### src/rtl/uart_xcvr.sv
// uart_xcvr: parametrised full-duplex UART transceiver.
// Transmitter takes words over a valid/ready handshake and serialises them LSB first.
// Receiver oversamples the line, rejects false starts, flags framing/parity errors and
// swallows a held-low line (break) as a single frame.
// Compile-time option: define UART_PARITY_EN to add a parity bit (odd when PARITY_ODD = 1).
// Ports:
//   clk, rst          system clock, asynchronous active-high reset
//   tx_valid/tx_data  word offered for transmission; tx_ready high while the transmitter is idle
//   tx                serial output, idles high
//   rx                serial input, asynchronous to clk
//   rx_valid          one-cycle pulse when a frame completes
//   rx_data           last received word; rx_frame_err / rx_parity_err describe that word
//   rx_busy           receiver is inside a frame
module uart_xcvr #(
  parameter int unsigned CLK_FREQ   = 50_000_000,
  parameter int unsigned BAUD_RATE  = 115_200,
  parameter int unsigned DATA_BITS  = 8,
  parameter int unsigned STOP_BITS  = 1,
  parameter int unsigned OVERSAMPLE = 16,
  parameter int unsigned PARITY_ODD = 0
) (
  input  logic                 clk,
  input  logic                 rst,
  input  logic                 tx_valid,
  input  logic [DATA_BITS-1:0] tx_data,
  output logic                 tx_ready,
  output logic                 tx,
  input  logic                 rx,
  output logic                 rx_valid,
  output logic [DATA_BITS-1:0] rx_data,
  output logic                 rx_frame_err,
  output logic                 rx_parity_err,
  output logic                 rx_busy
);
  localparam int unsigned DIV        = CLK_FREQ / (BAUD_RATE * OVERSAMPLE);
  localparam int unsigned BIT_CYCLES = DIV * OVERSAMPLE;
  localparam int unsigned CW         = (BIT_CYCLES > 1) ? $clog2(BIT_CYCLES) : 1;
  localparam int unsigned TW         = (DIV > 1) ? $clog2(DIV) : 1;
  localparam int unsigned OW         = $clog2(OVERSAMPLE);

  localparam logic [CW-1:0] BitLast    = CW'(BIT_CYCLES - 1);
  localparam logic [TW-1:0] TickLast   = TW'(DIV - 1);
  localparam logic [OW-1:0] OsLast     = OW'(OVERSAMPLE - 1);
  localparam logic [OW-1:0] OsHalfLast = OW'(OVERSAMPLE / 2 - 1);
  localparam logic [3:0]    DataLast   = 4'(DATA_BITS - 1);
  localparam logic [3:0]    StopLast   = 4'(STOP_BITS - 1);

  if (DIV < 1 || DATA_BITS < 5 || DATA_BITS > 9 || STOP_BITS < 1 || STOP_BITS > 2 ||
      OVERSAMPLE < 8 || (OVERSAMPLE % 2) != 0 || PARITY_ODD > 1) begin : gen_param_check
    $error("uart_xcvr: illegal parameter combination");
  end

`ifdef UART_PARITY_EN
  localparam logic ParOdd = (PARITY_ODD != 0);
`endif

  // ---------------------------------------------------------------- transmitter
  localparam logic [2:0] TxIdle = 3'd0, TxStart = 3'd1, TxData = 3'd2, TxParity = 3'd3,
                         TxStop = 3'd4;

  logic [2:0]           tx_state_q, tx_state_d;
  logic [CW-1:0]        tx_cnt_q, tx_cnt_d;
  logic [3:0]           tx_idx_q, tx_idx_d;
  logic [DATA_BITS-1:0] tx_shreg_q, tx_shreg_d;
  logic                 tx_q, tx_line, tx_par_bit;

`ifdef UART_PARITY_EN
  logic tx_par_q;
  always_ff @(posedge clk or posedge rst) begin
    if (rst) begin
      tx_par_q <= 1'b0;
    end else if (tx_state_q == TxIdle && tx_valid) begin
      tx_par_q <= (^tx_data) ^ ParOdd;
    end
  end
  assign tx_par_bit = tx_par_q;
`else
  assign tx_par_bit = 1'b1;
`endif

  assign tx_ready = (tx_state_q == TxIdle);
  assign tx       = tx_q;

  always_comb begin
    tx_state_d = tx_state_q;
    tx_cnt_d   = tx_cnt_q;
    tx_idx_d   = tx_idx_q;
    tx_shreg_d = tx_shreg_q;
    if (tx_state_q == TxIdle) begin
      if (tx_valid) begin
        tx_shreg_d = tx_data;
        tx_cnt_d   = '0;
        tx_idx_d   = '0;
        tx_state_d = TxStart;
      end
    end else if (tx_cnt_q == BitLast) begin
      tx_cnt_d = '0;
      tx_idx_d = tx_idx_q + 4'd1;
      case (tx_state_q)
        TxStart: begin
          tx_idx_d   = '0;
          tx_state_d = TxData;
        end
        TxData: begin
          tx_shreg_d = {1'b0, tx_shreg_q[DATA_BITS-1:1]};
          if (tx_idx_q == DataLast) begin
            tx_idx_d = '0;
`ifdef UART_PARITY_EN
            tx_state_d = TxParity;
`else
            tx_state_d = TxStop;
`endif
          end
        end
        TxParity: begin
          tx_idx_d   = '0;
          tx_state_d = TxStop;
        end
        TxStop: begin
          if (tx_idx_q == StopLast) tx_state_d = TxIdle;
        end
        default: tx_state_d = TxIdle;
      endcase
    end else begin
      tx_cnt_d = tx_cnt_q + 1'b1;
    end
  end

  // Line level for the current state; registered, so tx trails the state by one cycle.
  always_comb begin
    tx_line = 1'b1;
    case (tx_state_q)
      TxStart:  tx_line = 1'b0;
      TxData:   tx_line = tx_shreg_q[0];
      TxParity: tx_line = tx_par_bit;
      default:  tx_line = 1'b1;
    endcase
  end

  always_ff @(posedge clk or posedge rst) begin
    if (rst) begin
      tx_state_q <= TxIdle;
      tx_cnt_q   <= '0;
      tx_idx_q   <= '0;
      tx_shreg_q <= '0;
      tx_q       <= 1'b1;
    end else begin
      tx_state_q <= tx_state_d;
      tx_cnt_q   <= tx_cnt_d;
      tx_idx_q   <= tx_idx_d;
      tx_shreg_q <= tx_shreg_d;
      tx_q       <= tx_line;
    end
  end

  // ------------------------------------------------------------------- receiver
  localparam logic [2:0] RxIdle = 3'd0, RxStart = 3'd1, RxData = 3'd2, RxParity = 3'd3,
                         RxStop = 3'd4, RxBreak = 3'd5;

  logic [1:0]           rx_sync_q;
  logic                 rx_s, tick;
  logic [2:0]           rx_state_q, rx_state_d;
  logic [TW-1:0]        tick_cnt_q, tick_cnt_d;
  logic [OW-1:0]        os_cnt_q, os_cnt_d;
  logic [3:0]           rx_idx_q, rx_idx_d;
  logic [DATA_BITS-1:0] rx_shreg_q, rx_shreg_d;
  logic [DATA_BITS-1:0] rx_data_q, rx_data_d;
  logic                 rx_valid_q, rx_valid_d;
  logic                 rx_ferr_q, rx_ferr_d;
`ifdef UART_PARITY_EN
  logic                 rx_par_q, rx_par_d;
  logic                 rx_perr_q, rx_perr_d;
`endif

  assign rx_s = rx_sync_q[1];
  // Divider is held at zero while idle so the first oversample lines up with the start edge.
  assign tick = (tick_cnt_q == TickLast);

  always_comb begin
    rx_state_d = rx_state_q;
    os_cnt_d   = tick ? os_cnt_q + 1'b1 : os_cnt_q;
    tick_cnt_d = (rx_state_q == RxIdle || tick) ? '0 : tick_cnt_q + 1'b1;
    rx_idx_d   = rx_idx_q;
    rx_shreg_d = rx_shreg_q;
    rx_data_d  = rx_data_q;
    rx_valid_d = 1'b0;
    rx_ferr_d  = rx_ferr_q;
`ifdef UART_PARITY_EN
    rx_par_d   = rx_par_q;
    rx_perr_d  = rx_perr_q;
`endif
    case (rx_state_q)
      RxIdle: begin
        if (!rx_s) begin
          os_cnt_d   = '0;
          rx_state_d = RxStart;
        end
      end
      RxStart: begin
        if (tick && os_cnt_q == OsHalfLast) begin
          os_cnt_d   = '0;
          rx_idx_d   = '0;
          rx_state_d = rx_s ? RxIdle : RxData;
        end
      end
      RxData: begin
        if (tick && os_cnt_q == OsLast) begin
          os_cnt_d   = '0;
          rx_idx_d   = rx_idx_q + 4'd1;
          rx_shreg_d = {rx_s, rx_shreg_q[DATA_BITS-1:1]};
          if (rx_idx_q == DataLast) begin
`ifdef UART_PARITY_EN
            rx_state_d = RxParity;
`else
            rx_state_d = RxStop;
`endif
          end
        end
      end
      RxParity: begin
        if (tick && os_cnt_q == OsLast) begin
`ifdef UART_PARITY_EN
          rx_par_d = rx_s;
`endif
          os_cnt_d   = '0;
          rx_state_d = RxStop;
        end
      end
      RxStop: begin
        if (tick && os_cnt_q == OsLast) begin
          os_cnt_d   = '0;
          rx_valid_d = 1'b1;
          rx_data_d  = rx_shreg_q;
          rx_ferr_d  = !rx_s;
`ifdef UART_PARITY_EN
          rx_perr_d  = rx_par_q ^ (^rx_shreg_q) ^ ParOdd;
`endif
          rx_state_d = rx_s ? RxIdle : RxBreak;
        end
      end
      RxBreak: begin
        if (rx_s) rx_state_d = RxIdle;
      end
      default: rx_state_d = RxIdle;
    endcase
  end

  always_ff @(posedge clk or posedge rst) begin
    if (rst) begin
      rx_sync_q  <= 2'b11;
      rx_state_q <= RxIdle;
      tick_cnt_q <= '0;
      os_cnt_q   <= '0;
      rx_idx_q   <= '0;
      rx_shreg_q <= '0;
      rx_data_q  <= '0;
      rx_valid_q <= 1'b0;
      rx_ferr_q  <= 1'b0;
`ifdef UART_PARITY_EN
      rx_par_q   <= 1'b0;
      rx_perr_q  <= 1'b0;
`endif
    end else begin
      rx_sync_q  <= {rx_sync_q[0], rx};
      rx_state_q <= rx_state_d;
      tick_cnt_q <= tick_cnt_d;
      os_cnt_q   <= os_cnt_d;
      rx_idx_q   <= rx_idx_d;
      rx_shreg_q <= rx_shreg_d;
      rx_data_q  <= rx_data_d;
      rx_valid_q <= rx_valid_d;
      rx_ferr_q  <= rx_ferr_d;
`ifdef UART_PARITY_EN
      rx_par_q   <= rx_par_d;
      rx_perr_q  <= rx_perr_d;
`endif
    end
  end

  assign rx_valid     = rx_valid_q;
  assign rx_data      = rx_data_q;
  assign rx_frame_err = rx_ferr_q;
  assign rx_busy      = (rx_state_q != RxIdle);
`ifdef UART_PARITY_EN
  assign rx_parity_err = rx_perr_q;
`else
  assign rx_parity_err = 1'b0;
`endif

endmodule
### config.mk
export PLATFORM = sky130hd
export DESIGN_NAME = uart_xcvr
export DESIGN_NICKNAME = d
export VERILOG_FILES = /design/src/rtl/uart_xcvr.sv
export SDC_FILE = /design/constraint.sdc
export NUM_CORES = 1
export LEC_CHECK = 0
export ABC_AREA = 1
export BUFFER_PORTS_ARGS = -buffer_cell sky130_fd_sc_hd__buf_4
export CAP_MARGIN = 5
export CORE_AREA = 2 2 81 83
export CTS_CLUSTER_SIZE = 25
export DETAILED_ROUTE_END_ITERATION = 8
export DIE_AREA = 0 0 83 85
export PLACE_DENSITY = 0.67
export SYNTH_ARGS = -nofsm -noshare
export SYNTH_HDL_FRONTEND = slang
export SYNTH_SLANG_ARGS = --single-unit
### constraint.sdc
create_clock -name clk -period 4.9 [get_ports clk]
set_input_delay 0.735 -clock clk [delete_from_list [all_inputs] [get_ports clk]]
set_output_delay 0.735 -clock clk [all_outputs]
set_load 0.02 [all_outputs]
==> results of run 1 <==
[worst register-to-register path, delay by kind of cell (launching register included)]
kind             cells  cell delay (ns)
flip-flops           1             0.48
AND/OR/NAND/NOR      5             1.38
AO/OA/AOI/OAI        1             0.07
[logic make-up after synthesis]
group	Yosys count
AO/OA/AOI/OAI	50
XOR/XNOR	10
adder cells (fa/ha/maj)	8
buffers and inverters	43
flip-flops	61
multiplexers	8
other	1
AND/OR/NAND/NOR	161
[Yosys cell counts, types with 4 or more instances]
cell type / n / area [um^2]
nand4_1: 4 / 25.0
xor2_1: 7 / 61.3
ha_1: 8 / 100
buf_4: 4 / 30.0
o21a_1: 7 / 52.6
inv_1: 33 / 124
o21ai_0: 21 / 105
nor3_1: 6 / 30.0
nand3_1: 17 / 85.1
nand2_1: 93 / 349
o21bai_1: 5 / 37.5
o22ai_1: 5 / 31.3
mux2i_1: 8 / 80.1
nor2_1: 29 / 109
o21ai_1: 8 / 40.0
dfrtp_1: 58 / 1450
[report_power, final]
group	leakage [nW]	switching (mW)	total [mW]	internal [mW]
combinational	0.758	0.200	0.321	0.121
sequential	0.798	0.0476	0.615	0.567
clock	0.107	0.206	0.459	0.253
total	1.66	0.454	1.40	0.941
[metal layers]
metal  GRT usage  routed length [um]
met2       0.243                2170
met5           0                   0
met4      0.0894                 121
met1       0.218                2590
met3      0.0379                 195
[flip-flops by register name, indices dropped and copies added (netlist names)]
signal	cells
os_cnt_q	4
rx_data	8
rx_frame_err	1
rx_idx_q	4
rx_shreg_q	8
rx_state_q	3
rx_sync_q	2
rx_valid	1
tick_cnt_q	5
tx	1
tx_cnt_q	9
tx_idx_q	4
tx_shreg_q	8
tx_state_q	3
[stage by stage]
stage | hold WS, ns | utilization | setup WS [ns] | power, mW | cells
2_1_floorplan | 0.345 | - | 2.66 | 0.896 | 342
3_3_place_gp | 0.349 | 0.518 | 2.87 | 0.943 | 435
3_5_place_dp | 0.350 | 0.518 | 2.83 | 0.949 | 435
4_1_cts | 0.354 | 0.551 | 2.46 | 1.42 | 451
5_1_grt | 0.353 | 0.551 | 2.38 | 1.49 | 451
6_report | 0.351 | 0.551 | 2.50 | 1.40 | 451
[cell type report]
| cell class | count | area (um^2) |
|---|---|---|
| well taps | 77 | 96.3 |
| clock inverters | 6 | 70.1 |
| multi-input cells | 238 | 1270 |
| fillers | 569 | 2780 |
| flip-flops and latches | 61 | 1530 |
| repair buffers | 25 | 188 |
| clock buffers | 10 | 138 |
| inverters | 34 | 128 |
[worst paths after layout]
path / cells past startpoint / slack (ns) / from / end
max: 4 / 2.50 / tx_state_q[2] / tx_ready
min reg2reg: 0 / 0.35 / rx_sync_q[0] / rx_sync_q[1]
min: 0 / 0.35 / rx_sync_q[0] / rx_sync_q[1]
max in group asynchronous: 3 / 3.79 / rst / os_cnt_q[1]
min in group asynchronous: 3 / 0.62 / rst / rx_data[5]
max reg2reg: 6 / 2.86 / tx_state_q[2] / tx_shreg_q[0]
==> flow_summary.ini, run 1 <==
[outcome]
status = finished, final reports clean

[clock_network]
post_cts_resized = 0
cts_tree = yes
clock_latency_ns = 0.34
cts_hold_buf = 0
numClockSinks = 61
post_cts_buffers = 0
cts_inserted_buffers = 9
cts_buffer_depth = 2
h-tree-depth = 3
cts-root-buf = clkbuf_8
clk_pin_slew_ns = 0.07

[synth]
avgSynthCellArea_um2 = 8.76
yosys_warnings = 0
synth_compound_area_frac = 0.0973
synth_nets = 362
seq_area_frac_synth = 0.511
async_flop_share = 1.00
synth_area_um2 = 3000
synth_top_family_by_area = simple AND/OR/NAND/NOR gates
synth-simple-area-share = 0.236
synthAdderAreaFrac = 0.0334
postSynthCellCount = 342
synth_edf_count = 0
synthMuxAreaShare = 0.0267
synth_xor_area_frac = 0.0292
synth_cell_types = 34
yosys_most_used_dff = dfrtp_1
ys_seq_elements = 61

[placement]
port_buffers = 24
placed_area_um2 = 3210
hpwlAfterDp_um = 3560
gp_congestion = 0.875

[finish]
area_growth_pct = 14.2
antennaDiodeCount = 0
nets = 389
layout_commonest_cell = nand2_1
layout-drive-gt1-share = 0.150
final_cell_mix = 93 x nand2_1, 58 x dfrtp_1, 32 x inv_1
final_cell_area_um2 = 3420

[setup_path]
worst_path_max_delay_cell = dfrtp_1
crit_required_ns = 4.16
arrival_ns = 1.67
critPathLaunchType = flip-flop
critical_path_class = reg -> out
crit_path_cell_trace = nor2_4 -> nand2_1 -> inv_1 -> buf_4
worstPathMaxFanout = 12
critPathCaptureType = output port
max_stage_delay_ns = 0.46
crit_buf_inv = 2
cp_top_family = simple AND/OR/NAND/NOR gates

[global_routing]
grt_pass1_wl_um = 9140
antenna_found_initial = 0
grt-ovfl-total = 0
grt_pass1_vias = 2130
grt_max_degree = 62
track_usage = 0.162

[floorplan]
rows = 29
core_um2 = 6200
dieArea_um2 = 7060
die_h_um = 85
fp.dieW_um = 83
pin_count = 26
start_util = 0.483

[flow_run]
max_cap_violations = 0

[sta]
rsz0062_at_grt = no
drv_slew = 0
max_freq_mhz = 417
finalCritPeriodShare = 0.490
clock_skew_ns = 0.00871
tns_ns = 0
period_minus_slack_ns = 2.40
finalHoldViolCount = 0
relSlewSlack = 0.504
finalSetupViolCount = 0
tightest_slew_ns = 0.745

[route]
antenna_left = 0
dr.pass1.iters = 5
viasPerCell = 4.97
routed_wl_um = 5070
wl_per_cell_um = 11.2
num_vias = 2240
drtIter0Drc = 63
post-route-drc-count = 0

[power_and_ir_drop]
power.density_nw_per_um2 = 408
vdd_ir_drop_max_v = 0.000340
p_leak_nw = 1.66

[worst_hold_path]
hp-class = reg -> reg
(Power assumes the default switching activity.)
==> run 2: changes to the inputs <==
--- a/config.mk
+++ b/config.mk
@@ -5,14 +5,14 @@
 export SDC_FILE = /design/constraint.sdc
 export NUM_CORES = 1
 export LEC_CHECK = 0
-export ABC_AREA = 1
+export ABC_AREA = 0
 export BUFFER_PORTS_ARGS = -buffer_cell sky130_fd_sc_hd__buf_4
 export CAP_MARGIN = 5
 export CORE_AREA = 2 2 81 83
 export CTS_CLUSTER_SIZE = 25
 export DETAILED_ROUTE_END_ITERATION = 8
 export DIE_AREA = 0 0 83 85
-export PLACE_DENSITY = 0.67
+export PLACE_DENSITY = 0.7
 export SYNTH_ARGS = -nofsm -noshare
 export SYNTH_HDL_FRONTEND = slang
 export SYNTH_SLANG_ARGS = --single-unit
==> constraint.sdc (replaced) <==
create_clock -name clk -period 2 [get_ports clk]
set_input_delay 0.3 -clock clk [delete_from_list [all_inputs] [get_ports clk]]
set_output_delay 0.3 -clock clk [all_outputs]
set_load 0.02 [all_outputs]
==> run 2 against run 1 <==
  * Sequential share of layout area shrank 0.72 points
  * Sequential cell count is the same
  * Worst setup slack lost 2.4 ns
  * Critical path type unchanged
  * Largest power group unchanged
==> flow_summary.ini, run 2 <==
[synth]
yosys_warnings = 0
seq_area_frac_synth = 0.508
ys_top_cells_by_count = 58 x dfrtp_1, 24 x o21ai_0, 23 x nand2_1
postSynthCellCount = 284
ys_seq_elements = 61
yosys_most_used_dff = dfrtp_1
synth_most_common_cell = dfrtp_1
synth_top_area_share = 0.482
synth_nets = 304
avgSynthCellArea_um2 = 10.6
synth_edf_count = 0
synth_cell_types = 59
async_flop_share = 1.00
synth_area_um2 = 3010
synth.area.top_cells = dfrtp_1 48%, mux2_2 6.0%, o21ai_0 4.0%
yosysTopAreaCell = dfrtp_1

[finish]
final_cell_area_um2 = 3480
post-route-util = 0.560
largest_register_ff_count = 9
nFillCells = 544
seqCellArea_um2 = 1530
area_growth_pct = 15.4
antennaDiodeCount = 0
layout_commonest_cell = dfrtp_1
regMostFlops = tx_cnt_q
instances_no_fill = 398
final_cell_mix = 58 x dfrtp_1, 32 x buf_4, 24 x o21ai_0
multi_input_area_um2 = 1360
nets = 336
layout-drive-gt1-share = 0.246

[worst_hold_path]
min_from = rx
min_path_cells = 1
hp-class = in -> reg

[route]
viasPerCell = 5.51
dr.pass1.iters = 4
num_vias = 2194
routed_wl_um = 5420
post-route-drc-count = 0
wl_per_cell_um = 13.6
drtIter0Drc = 94
antenna_left = 0

[global_routing]
grt_pass1_vias = 2211
track_usage = 0.173
grt_max_degree = 28
grt-ovfl-total = 0
grt_pass1_wl_um = 9840
antenna_found_initial = 0

[placement]
hpwlAfterDp_um = 3790
placed_area_um2 = 3270
port_buffers = 24
numPlacedInstances = 380
gp_congestion = 0.777
preCtsSetupSlack_ns = 0.142

[sta]
rsz0062_at_grt = no
finalCritPeriodShare = 0.925
fin_hold_ws_ns = 0.0726
finalSetupViolCount = 0
finalHoldViolCount = 0
final.setup.worst_slack_ns = 0.149
tns_ns = 0
clock_skew_ns = 0.00775
period_minus_slack_ns = 1.85
max_freq_mhz = 540
drv_slew = 0

[setup_path]
critical_path_class = reg -> out
worst_path_max_delay_cell = or3_1
r2r_cells = 4
crit_path_start = tx_state_q[0]
crit_path_cell_trace = or3_1 -> clkinv_4 -> buf_4
critPathLaunchType = flip-flop
r2r_start = rx_state_q[0]
crit_required_ns = 1.70
arrival_ns = 1.55
max_stage_delay_ns = 0.55
critPathCaptureType = output port
worstPathMaxFanout = 6

[floorplan]
start_util = 0.486
core_um2 = 6200
pin_count = 26
fp.dieW_um = 83
dieArea_um2 = 7060
die_h_um = 85
rows = 29

[clock_network]
clock_latency_ns = 0.34
cts_tree = yes
h-tree-depth = 3
clk_pin_slew_ns = 0.06
cts_buffer_depth = 2
cts_inserted_buffers = 9
numClockSinks = 61
cts-root-buf = clkbuf_8

[outcome]
status = finished, final reports clean

[power_and_ir_drop]
p_leak_nw = 1.61
vdd_ir_drop_max_v = 0.000548
fin_total_pwr_mw = 3.16
power.density_nw_per_um2 = 908

[flow_run]
max_cap_violations = 0
[run 2: cell types whose count changed after synthesis, sizes merged, moves of 5 or more]
cell | before | now
inv | 34 | 10
mux2 | 0 | 16
o22a | 0 | 7
buf | 8 | 13
nand3 | 20 | 14
mux2i | 8 | 2
nand2 | 94 | 25
nor2 | 33 | 20
nand2b | 0 | 7
[run 2: repair_timing]
action / CTS / global route
setup endpoints to repair: 0 / 8
endpoints found under the hold margin: 19 / 0
setup buffers: 0 / 1
gates resized for setup: 0 / 2
hold buffers: 1 / 0
[run 2: critical path: cells and delay by family (launching register included)]
kind                   cells  cell delay [ns]
DFF                        1             0.37
buffers and inverters      2             0.29
and+or+nand+nor            1             0.55
[run 2: final timing paths]
kind	to	slack, ns
setup / recovery	tx_ready	0.15
hold / removal	rx_sync_q[0]	0.07
setup reg to reg	rx_idx_q[3]	0.20
hold reg to reg	rx_sync_q[1]	0.36
max in group asynchronous	rx_sync_q[1]	0.82
min in group asynchronous	tx_cnt_q[0]	0.55
[run 2: kinds of logic after synthesis]
family | synth area share
AO/OA/AOI/OAI | 0.142
XOR/XNOR | 0.0232
adder cells (fa/ha/maj) | 0.0332
buffers and inverters | 0.0457
flip-flops | 0.508
multiplexers | 0.0664
other | 0.00124
AND/OR/NAND/NOR | 0.181
[run 2: area by class of cell]
cell class / count / area share
repair buffers: 34 / 0.0777
flip-flops and latches: 61 / 0.440
inverters: 11 / 0.0133
multi-input cells: 199 / 0.390
well taps: 77 / 0.0277
clock buffers: 12 / 0.0446
clock inverters: 4 / 0.00648
[run 2: where the power goes]
part / internal, mW / switching [mW]
Combinational: 0.266 / 0.275
Sequential: 1.44 / 0.197
Clock: 0.511 / 0.466
[run 2: routing by layer]
| metal | share of wire | global-route usage | up-vias |
|---|---|---|---|
| met5 | 0 | 0 | - |
| met4 | 0.015 | 0.0745 | 0 |
| met3 | 0.037 | 0.0642 | 9 |
| met2 | 0.48 | 0.279 | 32 |
| met1 | 0.46 | 0.211 | 1073 |
| li1 | - | - | 1080 |
